File: src/rtl/rr_arb4_bus_ctrl.sv
// Four-slot round-robin arbiter feeding one registered valid/ready result bus.
// Optional: define ARB_TIMEOUT_EN to drop a grant stalled TIMEOUT cycles and raise timeout_err.
module rr_arb4_bus_ctrl #(
    parameter int WIDTH   = 32,
    parameter int TIMEOUT = 16
) (
    input  logic             clk,
    input  logic             rst_n,
    input  logic [3:0]       req,
    input  logic [WIDTH-1:0] data0,
    input  logic [WIDTH-1:0] data1,
    input  logic [WIDTH-1:0] data2,
    input  logic [WIDTH-1:0] data3,
    input  logic             out_ready,
    output logic             out_valid,
    output logic [WIDTH-1:0] out_data,
    output logic [1:0]       out_src,
    output logic [3:0]       ack,
    output logic             busy,
    output logic             timeout_err
);

    typedef enum logic {
        IDLE = 1'b0,
        HOLD = 1'b1
    } state_t;

    if (TIMEOUT < 2 || TIMEOUT > 255) begin : g_bad_timeout
        $error("rr_arb4_bus_ctrl: TIMEOUT must lie in 2..255");
    end

    state_t           r_state;
    logic [1:0]       r_ptr;
    logic [1:0]       r_out_src;
    logic             r_out_valid;
    logic             r_busy;
    logic [WIDTH-1:0] r_out_data;

    logic             w_xfer;
    logic             w_load;
    logic             w_drop;
    logic             w_ptr_upd;
    logic             w_timeout;
    logic [3:0]       w_grant_oh;
    logic [3:0]       w_mask_req;
    logic [1:0]       w_next_ptr;
    logic [1:0]       w_start;
    logic             w_pick_found;
    logic [1:0]       w_pick_idx;
    logic [WIDTH-1:0] w_pick_data;

    // Returns {found, index}; the lowest offset from start wins.
    function automatic logic [2:0] f_pick(input logic [3:0] rq, input logic [1:0] start);
        logic [2:0] res;
        logic [1:0] idx;
        res = 3'b000;
        for (int k = 3; k >= 0; k--) begin
            idx = start + 2'(k);
            if (rq[idx]) res = {1'b1, idx};
        end
        return res;
    endfunction

    assign w_xfer     = r_out_valid & out_ready;
    assign w_grant_oh = 4'b0001 << r_out_src;
    assign w_next_ptr = r_out_src + 2'd1;

    // In HOLD the pick is the back-to-back successor: grantee masked, search after it.
    assign w_mask_req = (r_state == HOLD) ? (req & ~w_grant_oh) : req;
    assign w_start    = (r_state == HOLD) ? w_next_ptr : r_ptr;
    assign {w_pick_found, w_pick_idx} = f_pick(w_mask_req, w_start);

    always_comb begin
        w_pick_data = data0;
        case (w_pick_idx)
            2'd0:    w_pick_data = data0;
            2'd1:    w_pick_data = data1;
            2'd2:    w_pick_data = data2;
            default: w_pick_data = data3;
        endcase
    end

`ifdef ARB_TIMEOUT_EN
    localparam logic [7:0] LP_STALL_LAST = 8'(TIMEOUT - 1);

    logic [7:0] r_stall;
    logic       r_timeout_err;

    assign w_timeout   = (r_state == HOLD) && !out_ready && (r_stall == LP_STALL_LAST);
    assign timeout_err = r_timeout_err;
`else
    assign w_timeout   = 1'b0;
    assign timeout_err = 1'b0;
`endif

    assign w_load    = ((r_state == IDLE) | w_xfer) & w_pick_found;
    assign w_drop    = (w_xfer & ~w_pick_found) | w_timeout;
    assign w_ptr_upd = w_xfer | w_timeout;

    always_ff @(posedge clk or negedge rst_n) begin
        if (!rst_n) begin
            r_state     <= IDLE;
            r_ptr       <= 2'd0;
            r_out_valid <= 1'b0;
            r_out_data  <= '0;
            r_out_src   <= 2'd0;
            r_busy      <= 1'b0;
`ifdef ARB_TIMEOUT_EN
            r_stall       <= 8'd0;
            r_timeout_err <= 1'b0;
`endif
        end else begin
            if (w_load) begin
                r_state     <= HOLD;
                r_out_valid <= 1'b1;
                r_busy      <= 1'b1;
                r_out_src   <= w_pick_idx;
                r_out_data  <= w_pick_data;
            end else if (w_drop) begin
                r_state     <= IDLE;
                r_out_valid <= 1'b0;
                r_busy      <= 1'b0;
            end
            if (w_ptr_upd) r_ptr <= w_next_ptr;
`ifdef ARB_TIMEOUT_EN
            if (w_load || w_xfer)
                r_stall <= 8'd0;
            else if (r_state == HOLD && !out_ready && !w_timeout)
                r_stall <= r_stall + 8'd1;
            if (w_timeout) r_timeout_err <= 1'b1;
`endif
        end
    end

    // ack is combinational so the winner sees it in the transfer cycle itself.
    assign ack       = w_xfer ? w_grant_oh : 4'b0000;
    assign out_valid = r_out_valid;
    assign out_data  = r_out_data;
    assign out_src   = r_out_src;
    assign busy      = r_busy;

endmodule

File: config.mk
export PLATFORM = sky130hd
export DESIGN_NAME = rr_arb4_bus_ctrl
export DESIGN_NICKNAME = d
export VERILOG_FILES = /design/src/rtl/rr_arb4_bus_ctrl.sv
export SDC_FILE = /design/constraint.sdc
export NUM_CORES = 1
export LEC_CHECK = 0
export ABC_AREA = 1
export BUFFER_PORTS_ARGS = -buffer_cell sky130_fd_sc_hd__buf_4
export CAP_MARGIN = 25
export CORE_ASPECT_RATIO = 0.8
export CORE_MARGIN = 5
export CORE_UTILIZATION = 49
export CTS_BUF_LIST = sky130_fd_sc_hd__clkbuf_16
export DETAILED_ROUTE_END_ITERATION = 8
export GPL_ROUTABILITY_DRIVEN = 0
export PLACE_DENSITY = 0.87
export SYNTH_ARGS = -nofsm -noshare
export SYNTH_HDL_FRONTEND = slang
export SYNTH_SLANG_ARGS = --single-unit
File: constraint.sdc
create_clock -name clk -period 4 [get_ports clk]
set_clock_uncertainty 0.1 [all_clocks]
set_input_delay 0.2 -clock clk [delete_from_list [all_inputs] [get_ports clk]]
set_output_delay 0.2 -clock clk [all_outputs]
set_load 0.1 [all_outputs]
==> impl_metrics.json <==
{
  "period_needed_ns": 3.030,
  "drt_wl_total_um": 10220,
  "crit_arrival_ns": 3.09,
  "grt_pass1_vias": 3533,
  "cp_common_cell": "nand2_1",
  "synth-seq-cells": 37,
  "path_class": "reg -> reg",
  "synth_seq_area_share": 0.2917,
  "crit_slowest_cell": "inv_2",
  "end_kind": "flop",
  "fill_cells": 532,
  "hold_class": "in -> reg",
  "yosys.area.top_type": "dfrtp_1",
  "final_common_cell": "nand2_1",
  "synthTopCellsByArea": "dfrtp_1, nand2_1, nand3_1, nand3b_1, inv_1",
  "synth_top_area_share": 0.2917,
  "drive_above_1_share": 0.3186,
  "nNetsFinal": 795,
  "synth_simple_gate_area_frac": 0.4994,
  "drt_iter0_drc": 227,
  "grt_pass1_wl_um": 16040,
  "synth_fa_ha_area_frac": 0.01577,
  "synth-compound-area-share": 0.07056,
  "port_buffers": 174,
  "wl_per_cell_um": 13.81,
  "syn_area_um2": 3174,
  "chipHeight_um": 81.99,
  "tns_ns": 0,
  "overflow": 0,
  "crit_fanout": 32,
  "ys_types": 28,
  "dr.pass1.iters": 4,
  "worst_pin_slew_ns": 0.7085,
  "grt_max_degree": 58,
  "area_delta_synth_final_pct": 43.75,
  "drtAntennaViolNets": 0,
  "startpoint_type": "flop",
  "viasPerCell": 5.024,
  "pin_count": 176,
  "htree_levels": 2,
  "cts_buffers": 5,
  "drc": 0,
  "slew_headroom": 0.5273,
  "rsz0062_at_grt": "false",
  "mappedNetlistNets": 639,
  "setup_viol": 0,
  "initial_core_util": 0.5004,
  "outcome": "completed",
  "synth_top_family_by_area": "simple AND/OR/NAND/NOR gates",
  "grtUsageTotal": 0.2399,
  "synth_xor_area_frac": 0,
  "synth_cells": 500,
  "grt_antenna_before_repair": 0,
  "num_rows": 26,
  "cts_sinks": 37,
  "dieArea_um2": 8198,
  "dp_hpwl_um": 7536,
  "coreArea_um2": 6344,
  "finalHoldViolations": 0,
  "die_w_um": 99.99,
  "clock_path_buffers": 2,
  "slowest_delay_ns": 0.51,
  "insertion_delay_ns": 0.27,
  "num_vias": 3718,
  "synth_mux_area_frac": 0,
  "period_share": 0.7574,
  "cts_root_buffer": "clkbuf_16",
  "cts_resized": 0,
  "slew_viol_final": 0,
  "cp.required_ns": 4.06,
  "crit_chain": "inv_1, ha_1, inv_1, nand2_1, nand2_1, nand2_1, nand2_1, nand2_1, nand3_1, nand2_1, nand2_2, nand2_4, inv_2, nand2_1, nand2_1, nand2_1, nand2_1, nand2_1",
  "n_antenna_cell": 0,
  "final_area_um2": 4563,
  "yosysWarnings": 0,
  "mostFrequentLayoutCells": "nand2_1, buf_4, nand3_1, inv_1, dfrtp_1",
  "clkTransAtPathRegs_ns": 0.06,
  "max_clock_freq_mhz": 330.1,
  "max-cap-violations": 0,
  "avgSynthCellArea_um2": 6.349,
  "placed_cell_area_um2": 4420,
  "cts_tree": "yes"
}
worst paths after layout:
kind	to	start	slack [ns]	cells past startpoint
setup / recovery	out_data[7]	out_src[0]	0.97	18
hold / removal	busy	out_ready	0.02	2
setup reg to reg	out_data[7]	out_src[0]	0.97	18
hold reg to reg	out_data[31]	out_data[31]	0.38	2
max in group asynchronous	out_data[26]	rst_n	3.11	2
min in group asynchronous	out_data[20]	rst_n	0.33	2
flip-flops by register name, summed over array words and instances, names as in the netlist:
| signal | cells |
|---|---|
| out_data | 32 |
| out_src | 2 |
| r_ptr | 2 |
| busy | 1 |
synth_stat cells, drive strengths merged:
master / n
nand2: 229
nand3: 63
inv: 50
o21ai: 38
dfrtp: 37
nand3b: 32
buf: 25
nor2: 10
clkbuf: 5
ha: 4
and2: 2
a21oi: 1
a31oi: 1
conb: 1
nor4: 1
o21bai: 1
layer usage:
layer  vias up  track usage  wire length (um)  share of wire
met2       157       0.4154              4994           0.49
met4         0      0.05249               126          0.012
met3        12      0.06452               922          0.090
li1       1879            -                 -              -
met5         -            0                 0              0
met1      1670       0.3020              4174           0.41
logic make-up after synthesis:
group                      count (synthesis)
and+or+nand+nor                          337
buffers and inverters                     80
AOI/OAI and AO/OA                         41
DFF                                       37
adders and majority gates                  4
other                                      1
critical path, delay by kind of cell (launching register included):
family | cells | cell delay [ns]
fa+ha+maj | 1 | 0.32
simple gates | 14 | 1.36
flops | 1 | 0.43
buf+inv | 3 | 0.70
metrics by stage:
step | hold slack [ns] | worst slack (ns) | utilization | std cells
after detailed placement | 0.1018 | 0.9969 | 0.6968 | 732
after floorplan | -0.1956 | 0.9679 | - | 500
after global routing | 0.01721 | 0.6945 | 0.7193 | 740
after global placement | 0.09527 | 1.174 | 0.6968 | 732
after CTS | 0.01794 | 0.9839 | 0.7193 | 740
final | 0.01824 | 0.9703 | 0.7193 | 740
area by class of cell:
type,instances,area (um^2),share of cell area
Tap cell,84,105.1,0.02303
Clock buffer,5,125.1,0.02742
Sequential cell,37,925.9,0.2029
Clock inverter,2,7.507,0.001645
Timing Repair Buffer,179,1346,0.2950
Inverter,50,187.7,0.04113
Multi-Input combinational cell,383,1866,0.4088
repair_timing:
| action | in CTS | in global routing |
|---|---|---|
| hold endpoints to repair | 37 | 0 |
| buffers inserted | 0 | 0 |
| hold buffers | 1 | 0 |
Power is not shown: default switching activity piles up to over one toggle a cycle in this logic, so the estimate is an artifact.
